<file path="src/rtl/cpu_types_pkg.sv">
// cpu_types_pkg: core-wide datapath types
package cpu_types_pkg;
    typedef logic [31:0] word_t;
endpackage

</file>
<file path="src/rtl/my_types_pkg.sv">
// my_types_pkg: fetch-stage state and IF/ID latch types
package my_types_pkg;
    import cpu_types_pkg::*;
    typedef enum logic {RUN, HALTED} fetch_state_t;
    typedef struct packed {
        logic        valid;
        word_t       instr;
        logic [15:0] imm16;
        word_t       npc;
    } ifid_t;
    localparam word_t NOP_INSTR = '0;
    localparam ifid_t IFID_BUBBLE = '{valid: 1'b0, instr: NOP_INSTR, imm16: 16'h0, npc: 32'h0};
endpackage

</file>
<file path="src/rtl/fetch_stage_ifid_latch.sv">
// ifid_latch: IF/ID pipeline register with hold and bubble-insert controls
module ifid_latch
    import my_types_pkg::*;
(
    input  logic  CLK,
    input  logic  RST,
    input  logic  hold,
    input  logic  bubble,
    input  ifid_t d,
    output ifid_t q
);
    always_ff @(posedge CLK or posedge RST)
        if (RST) q <= IFID_BUBBLE;
        else if (!hold) q <= bubble ? IFID_BUBBLE : d;
endmodule

</file>
<file path="src/rtl/fetch_stage.sv">
// fetch_stage: PC, icache request, redirect/stall/flush/halt handling and IF/ID latch
module fetch_stage
    import cpu_types_pkg::*;
    import my_types_pkg::*;
#(
    parameter word_t PC0   = 32'h0000_0000,
    parameter int    CNT_W = 32
) (
    input  logic             CLK,
    input  logic             RST,
    input  logic             ihit,
    input  logic [31:0]      imemload,
    output logic             imemREN,
    output logic [31:0]      imemaddr,
    input  logic             stall,
    input  logic             flush,
    input  logic             redirect_en,
    input  logic [31:0]      redirect_pc,
    input  logic             halt,
    output logic             ifid_valid,
    output logic [31:0]      ifid_instr,
    output logic [15:0]      ifid_imm16,
    output logic [31:0]      ifid_npc,
    output logic             halted,
    output logic [CNT_W-1:0] fetch_count
);
    fetch_state_t state, state_n;
    word_t pc, pc_n, pc_inc;
    logic run, load, hold_ifid;
    ifid_t ifid_d, ifid_q;
    assign run       = state == RUN;
    assign pc_inc    = pc + 32'd4;
    assign load      = run && !redirect_en && !halt && !stall && !flush && ihit;
    assign hold_ifid = !run || (!redirect_en && !halt && stall);
    assign ifid_d    = '{valid: 1'b1, instr: imemload, imm16: imemload[15:0], npc: pc_inc};
    always_comb begin
        state_n = (run && !redirect_en && halt) ? HALTED : state;
        pc_n    = (run && redirect_en) ? (redirect_pc & ~32'h3) : load ? pc_inc : pc;
    end
    always_ff @(posedge CLK or posedge RST)
        if (RST) begin
            state       <= RUN;
            pc          <= PC0;
            fetch_count <= '0;
        end else begin
            state <= state_n;
            pc    <= pc_n;
            if (load) fetch_count <= fetch_count + CNT_W'(1);
        end
    ifid_latch u_ifid (
        .CLK   (CLK),
        .RST   (RST),
        .hold  (hold_ifid),
        .bubble(!load),
        .d     (ifid_d),
        .q     (ifid_q)
    );
    assign imemREN    = run;
    assign imemaddr   = pc;
    assign halted     = state == HALTED;
    assign ifid_valid = ifid_q.valid;
    assign ifid_instr = ifid_q.instr;
    assign ifid_imm16 = ifid_q.imm16;
    assign ifid_npc   = ifid_q.npc;
endmodule
</file>
<file path="config.mk">
export PLATFORM = sky130hd
export DESIGN_NAME = fetch_stage
export DESIGN_NICKNAME = d
export VERILOG_FILES = /design/src/rtl/cpu_types_pkg.sv /design/src/rtl/my_types_pkg.sv /design/src/rtl/fetch_stage_ifid_latch.sv /design/src/rtl/fetch_stage.sv
export SDC_FILE = /design/constraint.sdc
export NUM_CORES = 1
export LEC_CHECK = 0
export ABC_AREA = 1
export ABC_CLOCK_PERIOD_IN_PS = 6950
export CELL_PAD_IN_SITES_DETAIL_PLACEMENT = 0
export CELL_PAD_IN_SITES_GLOBAL_PLACEMENT = 1
export CORE_ASPECT_RATIO = 1.1
export CORE_MARGIN = 3
export CORE_UTILIZATION = 45
export DETAILED_ROUTE_END_ITERATION = 7
export DONT_BUFFER_PORTS = 1
export PLACE_DENSITY_LB_ADDON = 0.1
export SYNTH_ARGS = -nofsm -noshare
export SYNTH_HDL_FRONTEND = slang
export SYNTH_SLANG_ARGS = --single-unit
export TNS_END_PERCENT = 10
</file>
<file path="constraint.sdc">
create_clock -name CLK -period 6.95 [get_ports CLK]
set_clock_uncertainty 0.15 [all_clocks]
set_input_delay 1.0425 -clock CLK [delete_from_list [all_inputs] [get_ports CLK]]
set_output_delay 1.0425 -clock CLK [all_outputs]
set_load 0.05 [all_outputs]
</file>
==> results.json <==
{
  "path_class": "flop to flop",
  "cts_buffer_depth": 2,
  "cp_cell_sequence": "nor2_2 -> nand3_2 -> inv_2 -> buf_4 -> nand2_1 -> xnor2_1",
  "synth-main-ff-cell": "dfrtp_1",
  "tightest_slew_ns": 1.130,
  "clockRootBuffer": "clkbuf_16",
  "grt_pass1_vias": 4950,
  "crit_path_end_kind": "flop",
  "avgSynthCellArea_um2": 8.280,
  "nNetsFinal": 835,
  "regArea_um2": 3178,
  "clk_latency_ns": 0.43,
  "final_common_cell": "nand2_1",
  "min_period_ns": 2.924,
  "cts_resized": 0,
  "crit_path_start_kind": "flop",
  "dr.first_iter.drc_count": 279,
  "synth_enable_flop_cells": 0,
  "yosysWarnings": 0,
  "area_growth_syn_to_layout_pct": 10.03,
  "drt-pass1-iter-count": 4,
  "dp_hpwl_mm": 11.36,
  "slowest_delay_ns": 0.62,
  "powerDensity_nw_per_um2": 251.5,
  "ys_types": 35,
  "cp_max_fo": 43,
  "final-setup-viol-count": 0,
  "diodes": 0,
  "fin_hold_ws_ns": 0.4104,
  "async_flop_share": 1.000,
  "rows": 45,
  "final.period_utilization": 0.4208,
  "drv_cap": 0,
  "die_width_um": 120.2,
  "ir_drop_mv": 0.1437,
  "overflow": 0,
  "path_clk_slew_ns": 0.06,
  "post_cts.repair.setup_buffers": 0,
  "io_buffer_count": 0,
  "finalWirelength_mm": 15.99,
  "finalHoldViolCount": 0,
  "final_cell_mix": "299 x nand2_1, 127 x dfrtp_1, 76 x inv_1",
  "num_vias": 4786,
  "synthesis.area_um2": 6450,
  "yosys_register_bits": 127,
  "drv_slew": 0,
  "status": "complete, no violations",
  "drcViolationCount": 0,
  "cts_tree": "yes",
  "grt_max_degree": 68,
  "ys_seq_area_frac": 0.4927,
  "wl_per_cell_um": 16.61,
  "multiInputGateArea_um2": 2694,
  "cts.sinks": 127,
  "rsz0062_at_grt": "no",
  "dieHeight_um": 131.6,
  "grt_usage": 0.2115,
  "grt_pass1_wl_mm": 26.44,
  "timing.fmax_ghz": 0.3420,
  "syn_inst": 779,
  "io-pin-count": 218,
  "initial_core_util": 0.4638,
  "die_area_um2": 15810,
  "cts_hold_buf": 0,
  "cts_inserted_buffers": 17,
  "setup-tns-final_ns": 0,
  "fillers": 1349,
  "leakage_nw": 3.834,
  "critPathArrivalTime_ns": 3.06,
  "h-tree-depth": 4,
  "drive_above_1_share": 0.09806,
  "hold_class": "primary input to asynchronous set/reset pin",
  "gp_congestion": 0.8317,
  "crit_required_ns": 7.09,
  "antenna_found_initial": 0,
  "core_um2": 13910,
  "relSlewSlack": 0.2459,
  "critPathSlowestCell": "inv_2",
  "drt-vias-per-instance": 4.970,
  "final_antenna_net_count": 0
}
## routing by layer
layer,share of wire,GRT usage,vias to the layer above
met4,0.014,0.06365,0
met1,0.41,0.2576,2253
met5,0,0,-
met3,0.088,0.08954,17
met2,0.49,0.3411,145
li1,-,-,2371
## stage by stage
step,power (W),setup WS (ns),cells,utilization,cell area [um2]
final,0.001785,4.026,963,0.5103,7097
after global routing,0.001839,3.770,963,0.5103,7097
after CTS,0.001803,3.989,963,0.5103,7097
after detailed placement,0.0008106,3.604,931,0.4630,6439
after floorplan,0.0008045,2.373,780,-,6454
after global placement,0.0008099,3.666,931,0.4630,6439
## kinds of logic after synthesis
group | synth area share
AO/OA/AOI/OAI | 0.06402
XOR/XNOR | 0.04598
adder cells (fa/ha/maj) | 0.003879
buffers and inverters | 0.09020
flip-flops | 0.4927
other | 0.0005814
AND/OR/NAND/NOR | 0.3026
## cell type report
class                   count  area share
inverters                  83     0.04461
flip-flops and latches    127      0.4478
clock inverters            15     0.03279
multi-input cells         531      0.3796
repair buffers              2    0.002116
clock buffers              17     0.05994
well taps                 188     0.03315
## worst max-delay path, delay by kind of cell, from the launching register on
family        cells  cell delay (ns)
simple gates      3             0.72
buf+inv           2             1.16
flops             1             0.58
xor+xnor          1             0.15
## state kept, by name, summed over array words and instances (netlist names)
name,flops
halted,1
imemaddr,30
fetch_count,32
u_ifid.q,64
## power breakdown
group | internal [W] | leakage [nW] | switching, W
combinational | 0.00000548 | 1.87 | 0.0000225
clock | 0.000642 | 0.312 | 0.000347
sequential | 0.000744 | 1.66 | 0.0000243
total | 0.00139 | 3.83 | 0.000394
## final timing paths
| kind | startpoint | end | slack [ns] | cells after the start |
|---|---|---|---|---|
| max | halted | fetch_count[2] | 4.03 | 6 |
| max in group asynchronous | RST | imemaddr[2] | 5.05 | 2 |
| min reg2reg | u_ifid.q[8] | u_ifid.q[8] | 0.64 | 2 |
| min in group CLK | halt | halted | 0.59 | 2 |
| max reg2reg | halted | fetch_count[2] | 4.03 | 6 |
| min | RST | u_ifid.q[21] | 0.41 | 1 |
## Yosys cell counts (4+ instances only)
cell type | n | area (um2)
o21ai_0 | 15 | 75.07
xnor2_1 | 11 | 96.34
nor2_4 | 7 | 78.83
buf_4 | 25 | 187.7
nor2_2 | 10 | 62.56
a22o_1 | 33 | 289.0
nand3_1 | 36 | 180.2
o21ai_1 | 4 | 20.02
dfrtp_1 | 127 | 3178
nor2_1 | 53 | 198.9
inv_1 | 77 | 289.0
nand2_2 | 8 | 50.05
nor2_8 | 4 | 80.08
inv_2 | 4 | 15.01
nand2_1 | 299 | 1122
buf_2 | 12 | 60.06
nand4_1 | 8 | 50.05
xor2_1 | 21 | 183.9
Note: power is estimated with default switching activity, not from simulation.
